### src/rtl/inst_fetch_queue.sv
// inst_fetch_queue
//
// Instruction fetch front end. Holds the fetch PC and issues word-addressed
// read requests to instruction memory. Returned words are buffered with
// their PCs in a DEPTH-entry FIFO and handed downstream as {inst, pc}.
// A redirect flushes the FIFO and restarts fetch at a new PC. Halt stops new
// requests, but requests already in flight still complete.
//
// Ports
//   clock           rising-edge clock
//   reset           asynchronous active-low reset
//   mem_req_valid   request to instruction memory (combinational)
//   mem_req_addr    word address of the request, fetch_pc[31:2] (combinational)
//   mem_req_ready   memory accepts the request this cycle
//   mem_resp_valid  response word valid; responses return in request order
//   mem_resp_data   instruction word
//   inst_valid      FIFO head valid
//   inst, inst_pc   FIFO head instruction and its PC (0 when empty)
//   inst_ready      downstream consumes the head
//   redirect        flush and restart at redirect_pc
//   redirect_pc     new fetch PC; bits [1:0] ignored
//   halt            suppress new requests
module inst_fetch_queue #(
  parameter logic [31:0] RESET_PC = 32'h0000_0000,
  parameter int          DEPTH    = 4
) (
  input  logic        clock,
  input  logic        reset,
  output logic        mem_req_valid,
  output logic [29:0] mem_req_addr,
  input  logic        mem_req_ready,
  input  logic        mem_resp_valid,
  input  logic [31:0] mem_resp_data,
  output logic        inst_valid,
  output logic [31:0] inst,
  output logic [31:0] inst_pc,
  input  logic        inst_ready,
  input  logic        redirect,
  input  logic [31:0] redirect_pc,
  input  logic        halt
);

  localparam int PTR_W = (DEPTH > 1) ? $clog2(DEPTH) : 1;
  localparam int CNT_W = PTR_W + 1;
  // One extra bit so that count + inflight cannot overflow in the credit check.
  localparam logic [CNT_W:0] DEPTH_W = (CNT_W + 1)'(DEPTH);

  logic [31:0]      fetch_pc_reg, fetch_pc_next;
  logic [31:0]      resp_pc_reg, resp_pc_next;
  logic [CNT_W-1:0] count_reg, count_next;
  logic [CNT_W-1:0] inflight_reg, inflight_next;
  logic [CNT_W-1:0] discard_reg, discard_next;
  logic [PTR_W-1:0] head_reg, head_next;
  logic [PTR_W-1:0] tail_reg, tail_next;

  logic [31:0] inst_mem [DEPTH];
  logic [31:0] pc_mem   [DEPTH];

  logic [CNT_W:0] occupancy;
  logic           accept;
  logic           discarding;
  logic           push;
  logic           pop;
  logic [31:0]    redirect_pc_aligned;
  logic           unused_redirect_bits;

  assign redirect_pc_aligned  = {redirect_pc[31:2], 2'b00};
  assign unused_redirect_bits = ^redirect_pc[1:0];

  // Credit rule: a request is only issued while every accepted-but-unreturned
  // request is guaranteed a FIFO slot, so responses never need backpressure.
  assign occupancy     = {1'b0, count_reg} + {1'b0, inflight_reg};
  assign mem_req_valid = reset && !halt && !redirect && (occupancy < DEPTH_W);
  assign mem_req_addr  = fetch_pc_reg[31:2];

  assign accept     = mem_req_valid && mem_req_ready;
  assign discarding = (discard_reg != '0);
  // A response landing in a redirect cycle belongs to the old stream.
  assign push       = mem_resp_valid && !redirect && !discarding;

  assign inst_valid = (count_reg != '0);
  assign pop        = inst_valid && inst_ready;
  assign inst       = inst_valid ? inst_mem[head_reg] : 32'h0;
  assign inst_pc    = inst_valid ? pc_mem[head_reg]   : 32'h0;

  always_comb begin
    inflight_next = inflight_reg;
    if (accept && !mem_resp_valid) begin
      inflight_next = inflight_reg + 1'b1;
    end else if (!accept && mem_resp_valid) begin
      inflight_next = inflight_reg - 1'b1;
    end
  end

  always_comb begin
    fetch_pc_next = fetch_pc_reg;
    resp_pc_next  = resp_pc_reg;
    count_next    = count_reg;
    discard_next  = discard_reg;
    head_next     = head_reg;
    tail_next     = tail_reg;
    if (redirect) begin
      fetch_pc_next = redirect_pc_aligned;
      resp_pc_next  = redirect_pc_aligned;
      count_next    = '0;
      head_next     = '0;
      tail_next     = '0;
      // Everything still outstanding after this cycle's return is stale.
      discard_next  = inflight_next;
    end else begin
      if (accept) begin
        fetch_pc_next = fetch_pc_reg + 32'd4;
      end
      if (mem_resp_valid && discarding) begin
        discard_next = discard_reg - 1'b1;
      end
      if (push) begin
        resp_pc_next = resp_pc_reg + 32'd4;
        tail_next    = tail_reg + PTR_W'(1);
      end
      if (pop) begin
        head_next = head_reg + PTR_W'(1);
      end
      if (push && !pop) begin
        count_next = count_reg + 1'b1;
      end else if (pop && !push) begin
        count_next = count_reg - 1'b1;
      end
    end
  end

  always_ff @(posedge clock or negedge reset) begin
    if (!reset) begin
      fetch_pc_reg <= RESET_PC;
      resp_pc_reg  <= RESET_PC;
      count_reg    <= '0;
      inflight_reg <= '0;
      discard_reg  <= '0;
      head_reg     <= '0;
      tail_reg     <= '0;
    end else begin
      fetch_pc_reg <= fetch_pc_next;
      resp_pc_reg  <= resp_pc_next;
      count_reg    <= count_next;
      inflight_reg <= inflight_next;
      discard_reg  <= discard_next;
      head_reg     <= head_next;
      tail_reg     <= tail_next;
    end
  end

  // Entry storage needs no reset: the outputs are gated by count.
  always_ff @(posedge clock) begin
    if (push) begin
      inst_mem[tail_reg] <= mem_resp_data;
      pc_mem[tail_reg]   <= resp_pc_reg;
    end
  end

endmodule

### config.mk
export PLATFORM = sky130hd
export DESIGN_NAME = inst_fetch_queue
export DESIGN_NICKNAME = d
export VERILOG_FILES = /design/src/rtl/inst_fetch_queue.sv
export SDC_FILE = /design/constraint.sdc
export NUM_CORES = 1
export LEC_CHECK = 0
export ABC_AREA = 1
export BUFFER_PORTS_ARGS = -buffer_cell sky130_fd_sc_hd__buf_2
export CAP_MARGIN = 20
export CORE_MARGIN = 3
export CORE_UTILIZATION = 59
export DETAILED_ROUTE_END_ITERATION = 8
export GPL_TIMING_DRIVEN = 0
export PLACE_DENSITY = 0.8
export SETUP_SLACK_MARGIN = 0.15
export SLEW_MARGIN = 20
export SYNTH_ARGS = -nofsm -noshare
export SYNTH_HDL_FRONTEND = slang
export SYNTH_SLANG_ARGS = --single-unit
### constraint.sdc
create_clock -name clock -period 5.84 [get_ports clock]
set_input_delay 0.584 -clock clock [delete_from_list [all_inputs] [get_ports clock]]
set_output_delay 0.584 -clock clock [all_outputs]
set_load 0.01 [all_outputs]
# --- Yosys cells after proc, flatten, opt, wreduce, memory -nomap -nowiden ---
# Memory sizes are Yosys's and may differ from the RTL's.
# Cells that the tools add are included.
# Widths: inputs -> output; s select.
word_totals:
  mem_count: 2
  out_inout_bits: 96
  romBits: 0
  reg_bits: 77
  ram_bits: 256
  latch_bits: 0
op_classes:
  n_reduce_logical: 26
  n_div: 0
  bitwise: 0
  magnitude_cmp: 1
  n_eq_ne: 0
  shifts: 0
  multipliers: 0
  n_addsub: 10
  muxes: 19
mem_list:
  columns: ["name", "depth", "width", "read_ports", "rd_clocked_by_memory_dff", "write_ports", "line_no", "text"]
  rows:
  - ["inst_mem", 4, 32, 1, 0, 1, "56", "logic [31:0] inst_mem [DEPTH];"]
  - ["pc_mem", 4, 32, 1, 0, 1, "57", "logic [31:0] pc_mem [DEPTH];"]
op_table:
  columns: ["cell", "n"]
  rows:
  - ["$mux 32", 6]
  - ["$add 32x3->32 const B", 2]
  - ["$mux 3", 7]
  - ["$logic_and 1x1->1", 12]
  - ["$reduce_bool 3->1", 3]
  - ["$sub 3x1->3 const B", 3]
  - ["$mux 2", 4]
  - ["$reduce_bool 2->1", 4]
  - ["$logic_not 1->1", 7]
  - ["$add 3x1->3 const B", 2]
  - ["$add 2x1->2 const B", 2]
  - ["$add 3x3->4", 1]
  - ["$lt 4x3->1 const B", 1]
  - ["$mux 1", 2]

# --- Longest topological paths before layout ---
# Gate-level depths: netlist (run 1).
logic_depth:
  depth_word: 10
  ltp_mapped: 13
  mapped_depth_nobuf: 13

# --- Worst setup path before layout (run 1) ---
# No wires, ideal clock.
synth_timing:
  path_type: "reg2reg"
  startpoint: "reg discard_reg[0]"
  endpoint: "mem inst_mem[0][0] (enable)"
  period_less_slack_ns: 4.173
  path_buffers: 0
  stages_incl_launch_ff: 9
  setup_slack_ns: 1.667
  setup_time_ns: 0.482
  required_ns: 5.358
  arrival_time_ns: 3.691
  cell_sequence: "dfrtp_1 > inv_1 > ha_1 > nand2_1 > nor2_4 > inv_2 > nor2_8 > inv_2 > nor2_1"
synth_between:
  elab_chain_len: 5
synth_rtl:
  columns: ["element", "line_no", "text"]
  rows:
  - ["start: declaration", "52", "logic [CNT_W-1:0] discard_reg, discard_next;"]
  - ["start signal: assignment", "146", "discard_reg <= discard_next;"]
  - ["$reduce_bool 3->1", "77", "assign discarding = (discard_reg != '0);"]
  - ["$logic_not 1->1", "79", "assign push = mem_resp_valid && !redirect && !discarding;"]
  - ["$logic_and 1x1->1", "79", null]
  - ["$mux 1", "154", "if (push) begin"]
  - ["$mux 1 (implied by the code)", "155", "inst_mem[tail_reg] <= mem_resp_data;"]
  - ["end: declaration", "56", null]
# Every way passes these cells.

# --- Worst setup path in the final report (run 1) ---
layout_timing:
  startpoint: "reg head_reg[0]"
  endpoint: "out inst_pc[22]"
layout_between:
  elab_chain_len: 2
layout_rtl:
  columns: ["element", "line_no", "text"]
  rows:
  - ["start: declaration", "53", "logic [PTR_W-1:0] head_reg, head_next;"]
  - ["start signal: assignment", "147", "head_reg <= head_next;"]
  - ["$mem_v2 4x32", null, null]
  - ["$mux 32", "84", "assign inst_pc = inst_valid ? pc_mem[head_reg] : 32'h0;"]
  - ["end: declaration", "36", "output logic [31:0] inst_pc,"]
# Every way passes these cells.

==> impl_results.md, run 1 <==
- Most flops, register: inst_mem
- Largest regs: inst_mem x128, pc_mem x120
- Worst R2R Setup Slack: 3.17 ns
- CP max FO: 10
- Overall Power: 6.44 mW
- Final Max Slew Viols: 0
- CTS buffer count: 31
- Min-delay src: mem_resp_data[1]
- Synth area leaders: edfxtp_1, dfrtp_1, nor2_1, nand2_1, o21ai_0
- Row Count: 56
- Synth cell types: 42
- Compound-gate portion of the synthesized area: 8.98%
- Final hold slack: 0.242 ns
- Count leader, synth: nor2_1
- Worst setup margin: 2.66 ns
- Worst path required time: 5.26 ns
- WL final: 38.1 mm
- Final hold viol count: 0
- Yosys top cell by area: edfxtp_1
- Status: finished clean
- R2R Path End: inst_mem[2][22]
- Post-layout min period: 3.18 ns
- Crit Path Class: reg -> out
- Max Freq: 315 MHz
- Pre-CTS setup slack: 3.02 ns
- Initial Utilization: 61.2%
- Drt initial violations: 1171
- Fill cell count: between 1500 and 2000
- Crit path DAT: 2.59 ns
- Synth top cells by count: nor2_1, edfxtp_1, nand2_1, o21ai_0, a21oi_1
- Unrepaired setup endpoints after global routing: no
- Share of layout cells above drive strength 1: 17.8%
- Reg clk slew, reported paths: 0.06 ns
- Largest net degree at the start of global routing: 49
- DR pass1 iterations: 6
- Leak: 6.75 nW
- Vias in the first global route: 11200
- Post-Synth Simple-Gate Area: 19.7%
- Final Core Density: a little under three quarters
- Synthesized instance count: 1453
- GRT overflow: 0
- Vias per cell: 5.74
- Die ar.: 26700 µm²
- Root Buffer: clkbuf_16
- Slew HR: 51.0%
- Hold Path Depth: 1
- Multi-input combinational cell area: 4760 µm²
- Xor and xnor area share after synthesis: roughly 2.5%
- IR drop worst, VDD: between 0.0002 and 0.00025 V
- Global-route wire length before repair: around 60 mm
- Clk Latency, worst-skew pair: 0.56 ns
- Fin nets: 1742
- Setup_tns: 0 ns
- Synth Warn #: 0
- Seq. cell area: 9270 µm²
- Post-synthesis mux area share: 0%
- Adder-cell share of the synthesized area: roughly 1.2%
- H-tree levels: 1
- Max reg flops: 128
- Worst Skew: around 0.0074 ns
- Worst R2R Start: discard_reg[0]
- Main combinational cell family by area after synthesis: simple AND/OR/NAND/NOR gates
- Post-synth top area share: 50.9%
- Max-Cap Viols: 0
- Register area share after synthesis: 63.4%
- CTS max path bufs: 3
- Die width: 163 µm
- Worst setup SP type: flip-flop
- Final setup fails: 0
- Area grow syn2layout: 16.3%
- Pwr Density: 378 nW/µm²
- I/O Buffers: 161
- Placed wire-length estimate: ~26 mm
- Number of synthesized flops with an enable pin: 248
- Post-synthesis register bit count: 321
- Area of the mapped netlist: approximately 15000 µm²
- Synth Flop Type: edfxtp_1
- Hold Path Sink: inst_mem[1][1]
- Antenna fix cells: 0
- Setup crit end kind: output pin
- Via count: approximately 11000
- R2r worst-path depth: 10
- TritonCTS clock tree: built
- GRT Util Overall: 28.4%
- RePlAce Congestion: 1.00
- Synthesized area per cell: 10.1 µm²
- Period utilization: 54.4%
- CORE AREA: ~24000 µm²
- Fraction of registers with async set/reset: 22.7%
- Initial antenna violation count: 3
- DR DRC count: 0
- PostCTS Resize Cnt: 0
- WL/cell: 19.0 µm
- I/O pin count: 167
- Worst Tran Pin Value: between 0.7 and 0.8 ns
- Clock Sinks: 321
- Die height: 163 µm
- Routed Antenna Nets: 0
- Hold/Removal Path Class: in -> reg
worst max-delay path: stages (launching register included):
cell and delay [ns]:
dfrtp_1 0.37, buf_2 0.19, inv_2 0.17, buf_2 0.28, clkbuf_1 0.42, o21ai_0 0.16, a21oi_1 0.26, buf_2 0.19
stage by stage:
step	cell area [µm²]	instances
4_1_cts	17000	2002
3_3_place_gp	15800	1934
2_1_floorplan	14600	1454
3_5_place_dp	16100	1943
5_1_grt	17000	2002
6_report	17000	2002
kinds of logic after synthesis:
logic type                 count (synthesis)
other                                      1
AOI/OAI and AO/OA                        250
buffers and inverters                    153
and+or+nand+nor                          673
DFF                                      321
xor gates and xnor gates                  42
adders and majority gates                 13
how the worst max path moves through the flow:
stage / startpoint / to / slack (ns)
after detailed placement: mem_resp_valid / pc_mem[2][27] / 3.02
after CTS: head_reg[0] / inst_pc[13] / 2.66
after global routing: head_reg[0] / inst_pc[13] / 2.53
after global placement: mem_resp_valid / pc_mem[0][28] / -0.47
final: head_reg[0] / inst_pc[22] / 2.66
after floorplan: discard_reg[0] / inst_mem[0][0] / 1.67
cells in the final DEF, fill, tap and decap left out, types with 11 or more instances in the layout:
| master | instances |
|---|---|
| xor2_1 | 34 |
| nor2_1 | 309 |
| ha_1 | 12 |
| o21ai_0 | 136 |
| nand3_1 | 60 |
| clkbuf_16 | 31 |
| buf_2 | 179 |
| edfxtp_1 | 248 |
| nor3_1 | 12 |
| nand4_1 | 11 |
| a21oi_1 | 79 |
| clkbuf_1 | 47 |
| nand2_1 | 233 |
| inv_2 | 13 |
| inv_1 | 74 |
| dfrtp_1 | 73 |
routing by layer:
layer | vias up | track usage (%) | share of wire (%)
li1 | 5328 | - | -
met1 | 5434 | 38.5 | 39
met2 | 616 | 47.1 | 49
met3 | 99 | 4.31 | 8.9
met4 | 6 | 10.6 | 3.3
met5 | - | 0 | 0.10
layout make-up:
cell class | instances | area share [%]
Sequential cell | 321 | 54.5
Multi-Input combinational cell | 980 | 28.0
Timing Repair Buffer | 171 | 5.96
Clock buffer | 42 | 4.86
Tap cell | 319 | 2.35
Inverter | 88 | 1.95
Buffer | 65 | 1.73
Clock inverter | 16 | 0.662
power breakdown:
group | internal (mW) | switching (mW)
registers | 2.64 | 0.185
clock network | 1.04 | 0.823
logic | 0.582 | 1.18
total | 4.26 | 2.18
what timing repair did:
item,4_1_cts,5_1_grt
endpoints found under the hold margin,27,0
setup buffers,0,0
hold buffers,1,0
Note: power is estimated with default switching activity, not from simulation.
==> run 2: changes to the inputs <==
Settings changed: CORE_UTILIZATION 59 to 53, PLACE_DENSITY 0.8 to 0.76.
Clock period 5.84 ns to 2.6 ns, I/O delays scaled along.
==> run 2 against run 1 <==
Die area rose by 11%. Design area rose by 5.9%. Combinational power rose by 140%. Non-clock buffer count rose by 56. Critical endpoint is now inst_pc[13].
==> impl_results.md, run 2 (synthesis results as in run 1) <==
- Max Freq: about 400 MHz
- Placed Cells: 1969 (+1.3%)
- Die width: 172 µm (+5.3%)
- Setup crit end kind: output pin
- Unrepaired setup endpoints after global routing: yes
- Hold/Removal Path Class: in -> reg
- R2r worst-path depth: 8 (-2)
- Pwr Density: 859 nW/µm² (+130%)
- Clk Latency, worst-skew pair: 0.53 ns (-0.03 ns)
- Final Max Slew Viols: 0 (unchanged)
- Initial antenna violation count: 0 (-3)
- Vias in the first global route: 11700 (+4.6%)
- Post-layout min period: 2.47 ns
- Row Count: 60 (+7.1%)
- Most flops, register: inst_mem
- Period utilization: 94.9%
- Max reg flops: 128 (unchanged)
- DR DRC count: 0 (unchanged)
- CTS buffer count: 34 (+9.7%)
- Crit Path Class: reg -> out
- GRT overflow: 0 (unchanged)
- Share of layout cells above drive strength 1: 19.7% (+2.0 points)
- Worst setup SP type: flip-flop
- Clock Sinks: 321 (unchanged)
- R2R Path End: inst_mem[2][8]
- Critical path origin: head_reg[0]
- DR pass1 iterations: 6 (unchanged)
- Crit path DAT: 2.21 ns (-0.38 ns)
- Slew HR: 51.5% (+0.58 points)
- Leak: 7.23 nW (+7.1%)
- CORE AREA: 27000 µm² (+13%)
- GRT Util Overall: 27.3% (-1.1 points)
- Fin nets: 1802 (+3.4%)
- Commonest non-fill, non-tap cells in the layout: nor2_1, edfxtp_1, nand2_1
- Largest net degree at the start of global routing: 39 (-20%)
- Placed wire-length estimate: 27.0 mm (+2.6%)
- Root Buffer: clkbuf_16
- Status: finished clean
- RePlAce Congestion: 0.944 (-5.5%)
- Worst Tran Pin Value: 0.726 ns (-0.00774 ns)
- WL/cell: 19.4 µm (+1.7%)
- CP max FO: 10 (unchanged)
- Global-route wire length before repair: 62.5 mm (+5.7%)
- Most common cell after layout, fill and taps aside: nor2_1
- Worst R2R Start: discard_reg[0]
- I/O pin count: 167 (unchanged)
- Die height: 172 µm (+5.3%)
- I/O Buffers: 161 (unchanged)
- Worst path required time: 2.34 ns (-2.92 ns)
- TritonCTS clock tree: built
- Antenna fix cells: 0 (unchanged)
- Worst R2R Setup Slack: 0.26 ns (-2.91 ns)
- Worst Skew: 0.0157 ns (+0.00835 ns)
- Area grow syn2layout: 23.2%
- Initial Utilization: 54.1% (-7.1 points)
- IR drop worst, VDD: 0.000564 V (+160%)
- Reg clk slew, reported paths: 0.06 ns (about the same)
- H-tree levels: 2 (+1)
- Worst setup path endpoint: inst_pc[13]
- Drt initial violations: 1284 (+9.6%)
- Layout Cells excl Fill: 2083 (+4.0%)
- Via count: 11700 (+1.8%)
- Overall Power: 15.5 mW (+140%)
- Die ar.: 29600 µm² (+11%)
- Largest regs: inst_mem x128, pc_mem x120
- Vias per cell: 5.61 (-2.1%)
- Final setup fails: 0 (unchanged)
- WL final: 40.3 mm (+5.8%)
- Max-Cap Viols: 0 (unchanged)
- Routed Antenna Nets: 0 (unchanged)
- CTS max path bufs: 3 (unchanged)
- Final hold viol count: 0 (unchanged)
-- run 2: final cells by class --
type	count	area (µm²)
sequential	321	9270
fill	1980	9000
multi-input combinational	981	4770
timing repair buffer	227	1700
clock buffer	45	896
tap	341	427
buffer	65	379
inverter	88	334
clock inverter	15	240
-- run 2: power by group --
part / internal [mW] / leakage (nW) / switching (mW)
Combinational: 1.45 / 3.57 / 2.69
Clock: 2.97 / 0.547 / 2.03
Sequential: 5.93 / 3.11 / 0.430
-- run 2: routing by layer --
metal	up-vias	wire length, µm	GRT usage (%)	part of all wire (%)
met5	-	0	0	0
met4	0	1370	10.6	3.4
met3	96	3330	3.59	8.3
met2	622	19800	47.1	49
met1	5511	15800	35.5	39
li1	5464	-	-	-
-- run 2: through the flow --
stage / area [µm²] / hold slack [ns] / worst slack (ns) / util [%] / setup TNS, ns
finish: 18000 / 0.00831 / 0.133 / 66.7 / 0
global route: 18000 / 0.0229 / 0.0822 / 66.7 / 0
CTS: 18000 / 0.00162 / 0.0565 / 66.5 / 0
detailed placement: 16200 / 0.278 / -0.0888 / 60.1 / -1.80
global placement: 15900 / 0.473 / -1.77 / 58.7 / -444.78
floorplan: 14600 / -0.0356 / -0.541 / - / -134.06
-- run 2: repair_timing --
item | in CTS | in global routing
gates cloned | 1 | 0
hold buffers | 44 | 0
pin swaps | 4 | 3
setup buffers | 7 | 2
setup endpoints to repair | 159 | 67
resized for setup | 36 | 22
endpoints found under the hold margin | 177 | 0
-- run 2: worst min-delay path by stage --
stage	startpoint	to	slack, ns	cells past startpoint
floorplan	reset	count_reg[0]	-0.04	0
global placement	mem_resp_data[18]	inst_mem[1][18]	0.47	1
detailed placement	reset	fetch_pc_reg[25]	0.28	1
CTS	redirect_pc[11]	fetch_pc_reg[11]	0.002	3
global route	redirect_pc[9]	resp_pc_reg[9]	0.02	3
finish	redirect_pc[11]	fetch_pc_reg[11]	0.008	3
-- run 2: worst max-delay path, stage by stage, from the launching register on --
cell,delay (ns)
dfrtp_1,0.40
buf_6,0.16
inv_4,0.12
buf_6,0.17
buf_2,0.22
o21ai_0,0.14
a21oi_1,0.28
buf_2,0.20
==> run 3: changes to the inputs <==
Settings changed: CORE_UTILIZATION 53 to 30, PLACE_DENSITY 0.76 to unset.
==> run 3 against run 2 <==
Via count fell by 2.8%. Maximum frequency rose by 2.6%. Worst setup slack improved by 0.063 ns. Utilization fell by 29 points. Critical path depth did not move. Clock power fell by 5.6%. Sequential share of layout area fell by 0.34 points. Critical endpoint is now inst[16]. Largest cell class unchanged.
==> impl_results.md, run 3 (synthesis results as in run 1) <==
- Setup crit end kind: output pin
- Crit Path Class: reg -> out
- Antenna fix cells: 0 (unchanged)
- Row Count: 80 (+33%)
- WL/cell: 18.1 µm (-6.3%)
- Die width: 227 µm (+32%)
- Via count: 11400 (-2.8%)
- Cell Chain, Critical Path: buf_4 > inv_4 > buf_4 > buf_2 > o21ai_0 > a21oi_1 > buf_2
- Max-Cap Viols: 0 (unchanged)
- Placed wire-length estimate: 29.7 mm (+10%)
- Area grow syn2layout: 24.0%
- TritonCTS clock tree: built
- Crit-path max cell delay: 0.35 ns (-0.05 ns)
- Setup_tns: 0 ns (unchanged)
- Final hold viol count: 0 (unchanged)
- Worst setup SP type: flip-flop
- Vias in the first global route: 11200 (-4.2%)
- Worst setup path endpoint: inst[16]
- WL met1: 18.9 mm (+20%)
- I/O pin count: 167 (unchanged)
- Global-route wire length before repair: 64.2 mm (+2.8%)
- Met2 WL post-DR: 19.5 mm (-1.7%)
- DR DRC count: 0 (unchanged)
- Final Max Slew Viols: 0 (unchanged)
- Final hold slack: 0.0255 ns (+0.0172 ns)
- Max Freq: 416 MHz (+2.6%)
- Most common cell after layout, fill and taps aside: nor2_1
- Leak: 7.13 nW (-1.3%)
- Worst setup margin: 0.196 ns (+0.0632 ns)
- WL final: 42.5 mm (+5.4%)
- Pre-CTS setup slack: 0.0433 ns (+0.132 ns)
- Initial antenna violation count: 0 (unchanged)
- CTS buffer count: 34 (unchanged)
- Worst R2R Start: discard_reg[0]
- Worst Tran Pin Value: 0.613 ns (-0.113 ns)
- Max reg flops: 128 (unchanged)
- R2R Path End: inst_mem[1][22]
- GRT Util Overall: 16.2% (-11 points)
- Crit path DAT: 2.14 ns (-0.07 ns)
- Fin nets: 1788 (-0.78%)
- Worst path required time: 2.34 ns (about the same)
- R2r worst-path depth: 10 (+2)
- Drt initial violations: 929 (-28%)
- Met3 WL: 3.34 mm (+0.15%)
- I/O Buffers: 161 (unchanged)
- Vias per cell: 4.85 (-14%)
- DR pass1 iterations: 7 (+1)
- Share of layout cells above drive strength 1: 20.4% (+0.62 points)
- Slew HR: 59.1% (+7.6 points)
- Largest regs: inst_mem x128, pc_mem x120
- Post-layout min period: 2.40 ns (-0.0632 ns)
- Routed Antenna Nets: 0 (unchanged)
- Most flops, register: inst_mem
- Crit-path slowest cell: dfrtp_1
- Root Buffer: clkbuf_16
- Hold/Removal Path Class: in -> reg
- Die ar.: 51500 µm² (+74%)
- Fin area: 18100 µm² (+0.67%)
- Die height: 227 µm (+32%)
- Clk Latency, worst-skew pair: 0.52 ns (about the same)
- Initial Utilization: 30.5% (-24 points)
- Period utilization: 92.5% (-2.4 points)
- IR drop worst, VDD: 0.000441 V (-22%)
- Worst R2R Setup Slack: 0.31 ns (+0.05 ns)
- Status: finished clean
- H-tree levels: 2 (unchanged)
- Clock Sinks: 321 (unchanged)
- Reg clk slew, reported paths: 0.06 ns (about the same)
- Commonest non-fill, non-tap cells in the layout: nor2_1, edfxtp_1, nand2_1
- Worst Skew: 0.0149 ns (-0.000796 ns)
- CORE AREA: 47900 µm² (+77%)
- Hold Path Depth: 3 (unchanged)
- Largest net degree at the start of global routing: 49 (+26%)
- Critical path origin: head_reg[0]
- Pwr Density: 846 nW/µm² (-1.6%)
- Final setup fails: 0 (unchanged)
- GRT overflow: 0 (unchanged)
- CTS max path bufs: 3 (unchanged)
- Unrepaired setup endpoints after global routing: yes
- Top Metal Used: met4
- RePlAce Congestion: 0.905 (-4.1%)
- DP Area: 16600 µm² (+1.9%)
- CP max FO: 10 (unchanged)
- Overall Power: 15.3 mW (-0.92%)
==> run 3: layout make-up <==
cell class | count | area [µm²]
timing repair buffer | 214 | 1530
clock inverter | 16 | 161
sequential | 321 | 9270
tap | 615 | 769
fill | 4730 | 29800
clock buffer | 44 | 910
buffer | 65 | 379
multi-input combinational | 980 | 4790
inverter | 88 | 337
==> run 3: repair_timing <==
item | in CTS | in global routing
hold endpoints to repair | 153 | 0
pin swaps | 2 | 2
cloned | 0 | 1
setup buffers | 4 | 2
endpoints found under the setup margin | 95 | 87
hold buffers | 33 | 0
resized for setup | 44 | 33
==> run 3: worst min path at each step <==
stage                      startpoint                to  slack [ns]
floorplan                       reset      count_reg[0]       -0.04
global placement    mem_resp_data[16]   inst_mem[1][16]        0.47
detailed placement              reset  fetch_pc_reg[31]        0.22
CTS                    redirect_pc[5]    resp_pc_reg[5]       0.005
global route          redirect_pc[24]  fetch_pc_reg[24]        0.03
finish                redirect_pc[24]  fetch_pc_reg[24]        0.03
==> run 3: layer usage <==
layer / track usage (%) / up-vias
met5: 0 / -
met4: 3.83 / 0
met3: 3.30 / 58
met2: 26.5 / 426
met1: 22.2 / 5453
li1: - / 5425
==> run 3: per-stage QoR <==
step,std cells,utilization [%]
after floorplan,1454,-
after global placement,2230,33.8
after detailed placement,2243,34.5
after CTS,2340,37.7
after global routing,2343,37.8
final,2343,37.8
==> run 3: report_power, final <==
| part | internal (mW) | total (mW) | switching (mW) |
|---|---|---|---|
| combinational | 1.47 | 4.28 | 2.81 |
| sequential | 5.92 | 6.35 | 0.423 |
| clock | 2.70 | 4.72 | 2.02 |
| total | 10.1 | 15.3 | 5.25 |
==> run 3: worst max-delay path, delay by kind of cell (launching register included) <==
kind	cells	cell delay (ns)
AO/OA/AOI/OAI	2	0.34
flip-flops	1	0.35
buffers and inverters	5	0.93
